## src/rtl/result_collector.sv

```systemverilog
// result_collector
//   Reassembles the indexed value stream coming out of the scaler into packed
//   rows of CELL_AMOUNT values, buffers completed rows in a small FIFO and
//   hands them downstream over a valid/ready handshake. The block never
//   backpressures the scaler: if a row completes while the FIFO is full and
//   nothing is popped on that edge, the row is dropped and flagged.
//
// Ports
//   clk            rising-edge clock
//   rst_n          synchronous active-low reset
//   input_index    slot index of the incoming value
//   input_value    scaled value
//   input_enable   index/value valid this cycle
//   row_data       head row of the FIFO, slot i at [i*DATA_WIDTH +: DATA_WIDTH]; 0 when empty
//   row_valid      FIFO non-empty
//   row_ready      downstream accepts row_data this cycle
//   row_count      rows currently held in the FIFO
//   sequence_error sticky: an out-of-order or out-of-range index was seen
//   overflow       sticky: a completed row was dropped because the FIFO was full

module result_collector #(
   parameter int unsigned DATA_WIDTH  = 8,
   parameter int unsigned CELL_AMOUNT = 4,
   parameter int unsigned ROW_DEPTH   = 2
) (
   input  logic                              clk,
   input  logic                              rst_n,
   input  logic [DATA_WIDTH-1:0]             input_index,
   input  logic [DATA_WIDTH-1:0]             input_value,
   input  logic                              input_enable,
   output logic [CELL_AMOUNT*DATA_WIDTH-1:0] row_data,
   output logic                              row_valid,
   input  logic                              row_ready,
   output logic [$clog2(ROW_DEPTH):0]        row_count,
   output logic                              sequence_error,
   output logic                              overflow
);

   localparam int unsigned ROW_W = CELL_AMOUNT * DATA_WIDTH;
   localparam int unsigned EXP_W = (CELL_AMOUNT > 1) ? $clog2(CELL_AMOUNT) : 1;
   localparam int unsigned PTR_W = $clog2(ROW_DEPTH);
   localparam int unsigned CNT_W = PTR_W + 1;

   localparam logic [EXP_W-1:0] LAST_EXP = EXP_W'(CELL_AMOUNT - 1);
   localparam logic [CNT_W-1:0] FULL_CNT = CNT_W'(ROW_DEPTH);

   // Assembly state
   logic [EXP_W-1:0] exp_q, exp_d;
   logic [ROW_W-1:0] slots_q, slots_d;
   logic             seq_err_q, seq_err_d;

   // Row FIFO state
   logic [ROW_W-1:0] mem_q [ROW_DEPTH];
   logic [ROW_W-1:0] mem_d [ROW_DEPTH];
   logic [PTR_W-1:0] wr_ptr_q, wr_ptr_d;
   logic [PTR_W-1:0] rd_ptr_q, rd_ptr_d;
   logic [CNT_W-1:0] count_q, count_d;
   logic             ovf_q, ovf_d;

   // Internal combinational signals
   logic             in_order;
   logic             is_zero;
   logic             row_done;
   logic [ROW_W-1:0] row_in;
   logic             fifo_empty;
   logic             fifo_full;
   logic             pop;
   logic             push_ok;

   assign in_order = (input_index == DATA_WIDTH'(exp_q));
   assign is_zero  = (input_index == '0);

   // Assembly: in-order values fill slots; index 0 out of turn restarts the
   // row with that value; anything else abandons the row and waits for 0.
   always_comb begin
      exp_d     = exp_q;
      slots_d   = slots_q;
      seq_err_d = seq_err_q;
      row_done  = 1'b0;

      // The completing value bypasses the slot store and goes straight into
      // the pushed row, so the row lands in the FIFO on the same edge.
      row_in = slots_q;
      row_in[(CELL_AMOUNT-1)*DATA_WIDTH +: DATA_WIDTH] = input_value;

      if (input_enable) begin
         if (in_order) begin
            if (exp_q == LAST_EXP) begin
               row_done = 1'b1;
               exp_d    = '0;
               slots_d  = '0;
            end else begin
               slots_d[exp_q*DATA_WIDTH +: DATA_WIDTH] = input_value;
               exp_d = exp_q + EXP_W'(1);
            end
         end else if (is_zero) begin
            seq_err_d = 1'b1;
            slots_d   = '0;
            slots_d[0 +: DATA_WIDTH] = input_value;
            exp_d     = EXP_W'(1);
         end else begin
            seq_err_d = 1'b1;
            slots_d   = '0;
            exp_d     = '0;
         end
      end
   end

   // FIFO: a pop on the same edge frees room for a push even when full.
   always_comb begin
      fifo_empty = (count_q == '0);
      fifo_full  = (count_q == FULL_CNT);
      pop        = !fifo_empty && row_ready;
      push_ok    = row_done && (!fifo_full || pop);
      ovf_d      = ovf_q | (row_done && fifo_full && !pop);

      mem_d = mem_q;
      if (push_ok) begin
         mem_d[wr_ptr_q] = row_in;
      end

      wr_ptr_d = wr_ptr_q + PTR_W'(push_ok);
      rd_ptr_d = rd_ptr_q + PTR_W'(pop);
      count_d  = count_q + CNT_W'(push_ok) - CNT_W'(pop);
   end

   always_ff @(posedge clk) begin
      if (!rst_n) begin
         exp_q     <= '0;
         slots_q   <= '0;
         seq_err_q <= 1'b0;
         mem_q     <= '{default: '0};
         wr_ptr_q  <= '0;
         rd_ptr_q  <= '0;
         count_q   <= '0;
         ovf_q     <= 1'b0;
      end else begin
         exp_q     <= exp_d;
         slots_q   <= slots_d;
         seq_err_q <= seq_err_d;
         mem_q     <= mem_d;
         wr_ptr_q  <= wr_ptr_d;
         rd_ptr_q  <= rd_ptr_d;
         count_q   <= count_d;
         ovf_q     <= ovf_d;
      end
   end

   assign row_valid      = (count_q != '0);
   assign row_data       = row_valid ? mem_q[rd_ptr_q] : '0;
   assign row_count      = count_q;
   assign sequence_error = seq_err_q;
   assign overflow       = ovf_q;

endmodule

```

## config.mk

```make
export PLATFORM = sky130hd
export DESIGN_NAME = result_collector
export DESIGN_NICKNAME = d
export VERILOG_FILES = /design/src/rtl/result_collector.sv
export SDC_FILE = /design/constraint.sdc
export NUM_CORES = 1
export LEC_CHECK = 0
export BUFFER_PORTS_ARGS = -buffer_cell sky130_fd_sc_hd__buf_2
export CAP_MARGIN = 20
export CORE_MARGIN = 10
export CORE_UTILIZATION = 54
export CTS_CLUSTER_SIZE = 28
export DETAILED_ROUTE_END_ITERATION = 8
export GPL_ROUTABILITY_DRIVEN = 1
export PLACE_DENSITY = 0.84
export SLEW_MARGIN = 30
export SYNTH_ARGS = -nofsm -noshare
export SYNTH_HDL_FRONTEND = slang
export SYNTH_SLANG_ARGS = --single-unit
```

## constraint.sdc

```tcl
create_clock -name clk -period 4.16 [get_ports clk]
set_clock_uncertainty 0.15 [all_clocks]
set_input_delay 0.208 -clock clk [delete_from_list [all_inputs] [get_ports clk]]
set_output_delay 0.208 -clock clk [all_outputs]
set_load 0.01 [all_outputs]
```

==> run summary <==
- commonest cells after routing, fill and taps aside: dfxtp_1, nor2_1, nand2_1
- setup TNS: 0 ps
- worst relative slew slack: 38.24%
- count of yosys warnings during synthesis: 0
- hold path startpoint: input_value[1]
- Die X: 106.9 um
- CTS tree: yes
- maximum frequency from static timing analysis: 365.0 MHz
- number of antenna repair diodes: 0
- Total Die Area: 11430 um^2
- peak fanout along the critical path: 32
- summed instance area of the synthesized netlist: 4079 um^2
- via count of the routed design: 3327
- final count of hold timing violations: 0
- number of search-and-repair iterations in the first detailed-routing pass: 4
- CTS-repair resized insts: 0
- final setup violating endpoints: 0
- final period demand of the worst path: 2740 ps
- portion of the post-synthesis area used by sequential elements: 47.12%
- max-cap violations: 0
- placed instance area: 4409 um^2
- via count of the first global-routing pass: 3380
- net count after synthesis: 477
- remaining global-route overflow: 0
- top-area cell type share of the netlist area: 47.12%
- clock latency of the later-clocked register in the worst-skew pair: 370 ps
- Top-Level Pins: 57
- Worst setup SP type: flip-flop
- number of buffers created by CTS: 9
- pin count of the biggest net entering global routing: 72
- H-tree levels: 3
- row count: 31
- commonest non-fill, non-tap cell in the layout: dfxtp_1
- Layout area overhead: 15.03%
- post-synthesis area per instance: 9.044 um^2
- utilization after layout: 64.34%
- Root Driver: clkbuf_8
- leading post-synthesis cells by cell area: dfxtp_1, mux2i_1, nor2_1
- Worst EP required: 4250 ps
- signal arrival time at the worst endpoint: 2820 ps
- clock slew at reported path FFs: 100 ps
- post-route DRC violation count: 0
- transition time at the pin with the least slew margin: 918.6 ps
- number of clock sinks seen by CTS: 96
- Detailed Place HPWL: 6.389 mm
- final worst-path cycle share: 65.86%
- die span in y: 106.9 um
- Total Wirelength: 9.736 mm
- crit path kind: flip-flop to flip-flop
- Syn Inst Count: 451
- number of buffers added on ports: 56
- IR drop worst, VDD: 187.9 uV
- initial antenna violation count: 0
- antenna-violating nets left: 0
- top cell type by total area after synthesis: dfxtp_1
- final design instance area without fill: 4692 um^2
- count of final max-slew check failures: 0
- R2R Path Start: exp_q[0]
- Overall Global Routing Usage: 17.24%
- leakage power figure: 0.001681 uW
- pwr/cell area: 344.2 nW/um^2
- deepest clock path buffer count: 2
- average detailed-routed wire length per instance: 16.15 um
- Total Power: 1615 uW
- kind of end point of the critical path: flip-flop
- final weighted congestion of routability-driven global placement: 0.8516
- share of cells above drive strength 1: 17.26%
- dpl ws: 1468 ps
- Iter 0 DRT Violations: 214
- worst setup path startpoint: exp_q[0]
- worst min-delay path class: input port to flip-flop
- effective utilization at floorplan: 55.94%
- min setup slack post-route: 1420 ps
- setup repair after global routing missed its margin: no
- distinct cell type count after synthesis: 40
- wire length of the first global-routing pass: 16.38 mm
- placeable core region: 7292 um^2
- vias per inst: 5.517
- run status: complete, no violations
- post-synthesis sequential element count: 96
- final layout net count: 525
[metrics by stage]
| step | hold WS (ps) | instances |
|---|---|---|
| floorplan | 183.7 | 451 |
| global placement | 287.0 | 580 |
| detailed placement | 295.2 | 580 |
| CTS | 18.05 | 603 |
| global route | 25.23 | 603 |
| finish | 38.99 | 603 |
[path summary, 6_finish.rpt]
check,endpoint,slack [ps],cells after the start
worst max register to register,mem_q[33],1420,6
worst min register to register,mem_q[28],300,2
worst min-delay path,mem_q[25],40,3
worst max-delay path,mem_q[33],1420,6
[Yosys cell counts (all sizes together)]
cell type,number
ha,6
a21oi,37
xor2,2
nor4bb,1
nor2,74
and2,5
o22ai,1
and4,1
nor4,2
buf,10
inv,8
nand2,70
dfxtp,96
a211oi,1
a31o,8
nand4,2
and3,8
nor3,3
o31ai,1
clkbuf,19
xnor2,2
o211ai,1
a22o,16
nor3b,3
a31oi,1
nand3,1
o21ai,1
or3,3
o21a,1
mux2i,65
nand2b,1
nor4b,1
[worst max-delay path, stage by stage (launching register included)]
cell and delay [ps]:
dfxtp_1 590, ha_1 370, nand4_1 130, nor3b_1 400, ha_4 610, mux2i_1 270
nor2_1 60
[timing repair]
item / 4_1_cts / 5_1_grt
setup buffers: 0 / 0
endpoints found under the hold margin: 13 / 0
hold buffers: 7 / 0
[routing by layer]
metal | global-route usage, % | up-vias | wire (um)
met4 | 5.803 | 0 | 147
met2 | 28.80 | 92 | 4747
met5 | 0 | - | 0
met3 | 4.970 | 13 | 704
met1 | 20.77 | 1583 | 4135
li1 | - | 1639 | -
[power by group]
group          leakage [uW]  total (uW)  switching [uW]  internal, uW
registers          0.000774         919           0.557           918
clock network      0.000105         643             340           304
logic              0.000802        52.7            36.2          16.5
total               0.00168        1610             376          1240
[final cells by class]
type	count	area (um^2)
inverters	8	30.03
well taps	99	123.9
fillers	620	2600
clock inverters	6	75.07
clock buffers	10	137.6
flip-flops and latches	96	1926
repair buffers	66	372.9
multi-input cells	318	2027
[sequential cells by signal, indices dropped and copies added, names as in the netlist]
name and flops:
wr_ptr_q 1, mem_q 64, sequence_error 1, slots_q 24
row_count 2, exp_q 2, overflow 1, rd_ptr_q 1
[cells by family (layout without fill, tap and decap cells)]
logic type / count (synthesis) / after routing / share of synthesized area [%]
simple gates: 175 / 175 / 19.48
mux: 65 / 65 / 15.95
xor+xnor: 4 / 4 / 1.043
fa+ha+maj: 6 / 6 / 1.840
flops: 96 / 96 / 47.12
buf+inv: 37 / 90 / 3.620
compound gates: 68 / 68 / 10.95
No activity file was read; power rests on OpenSTA's default activity.
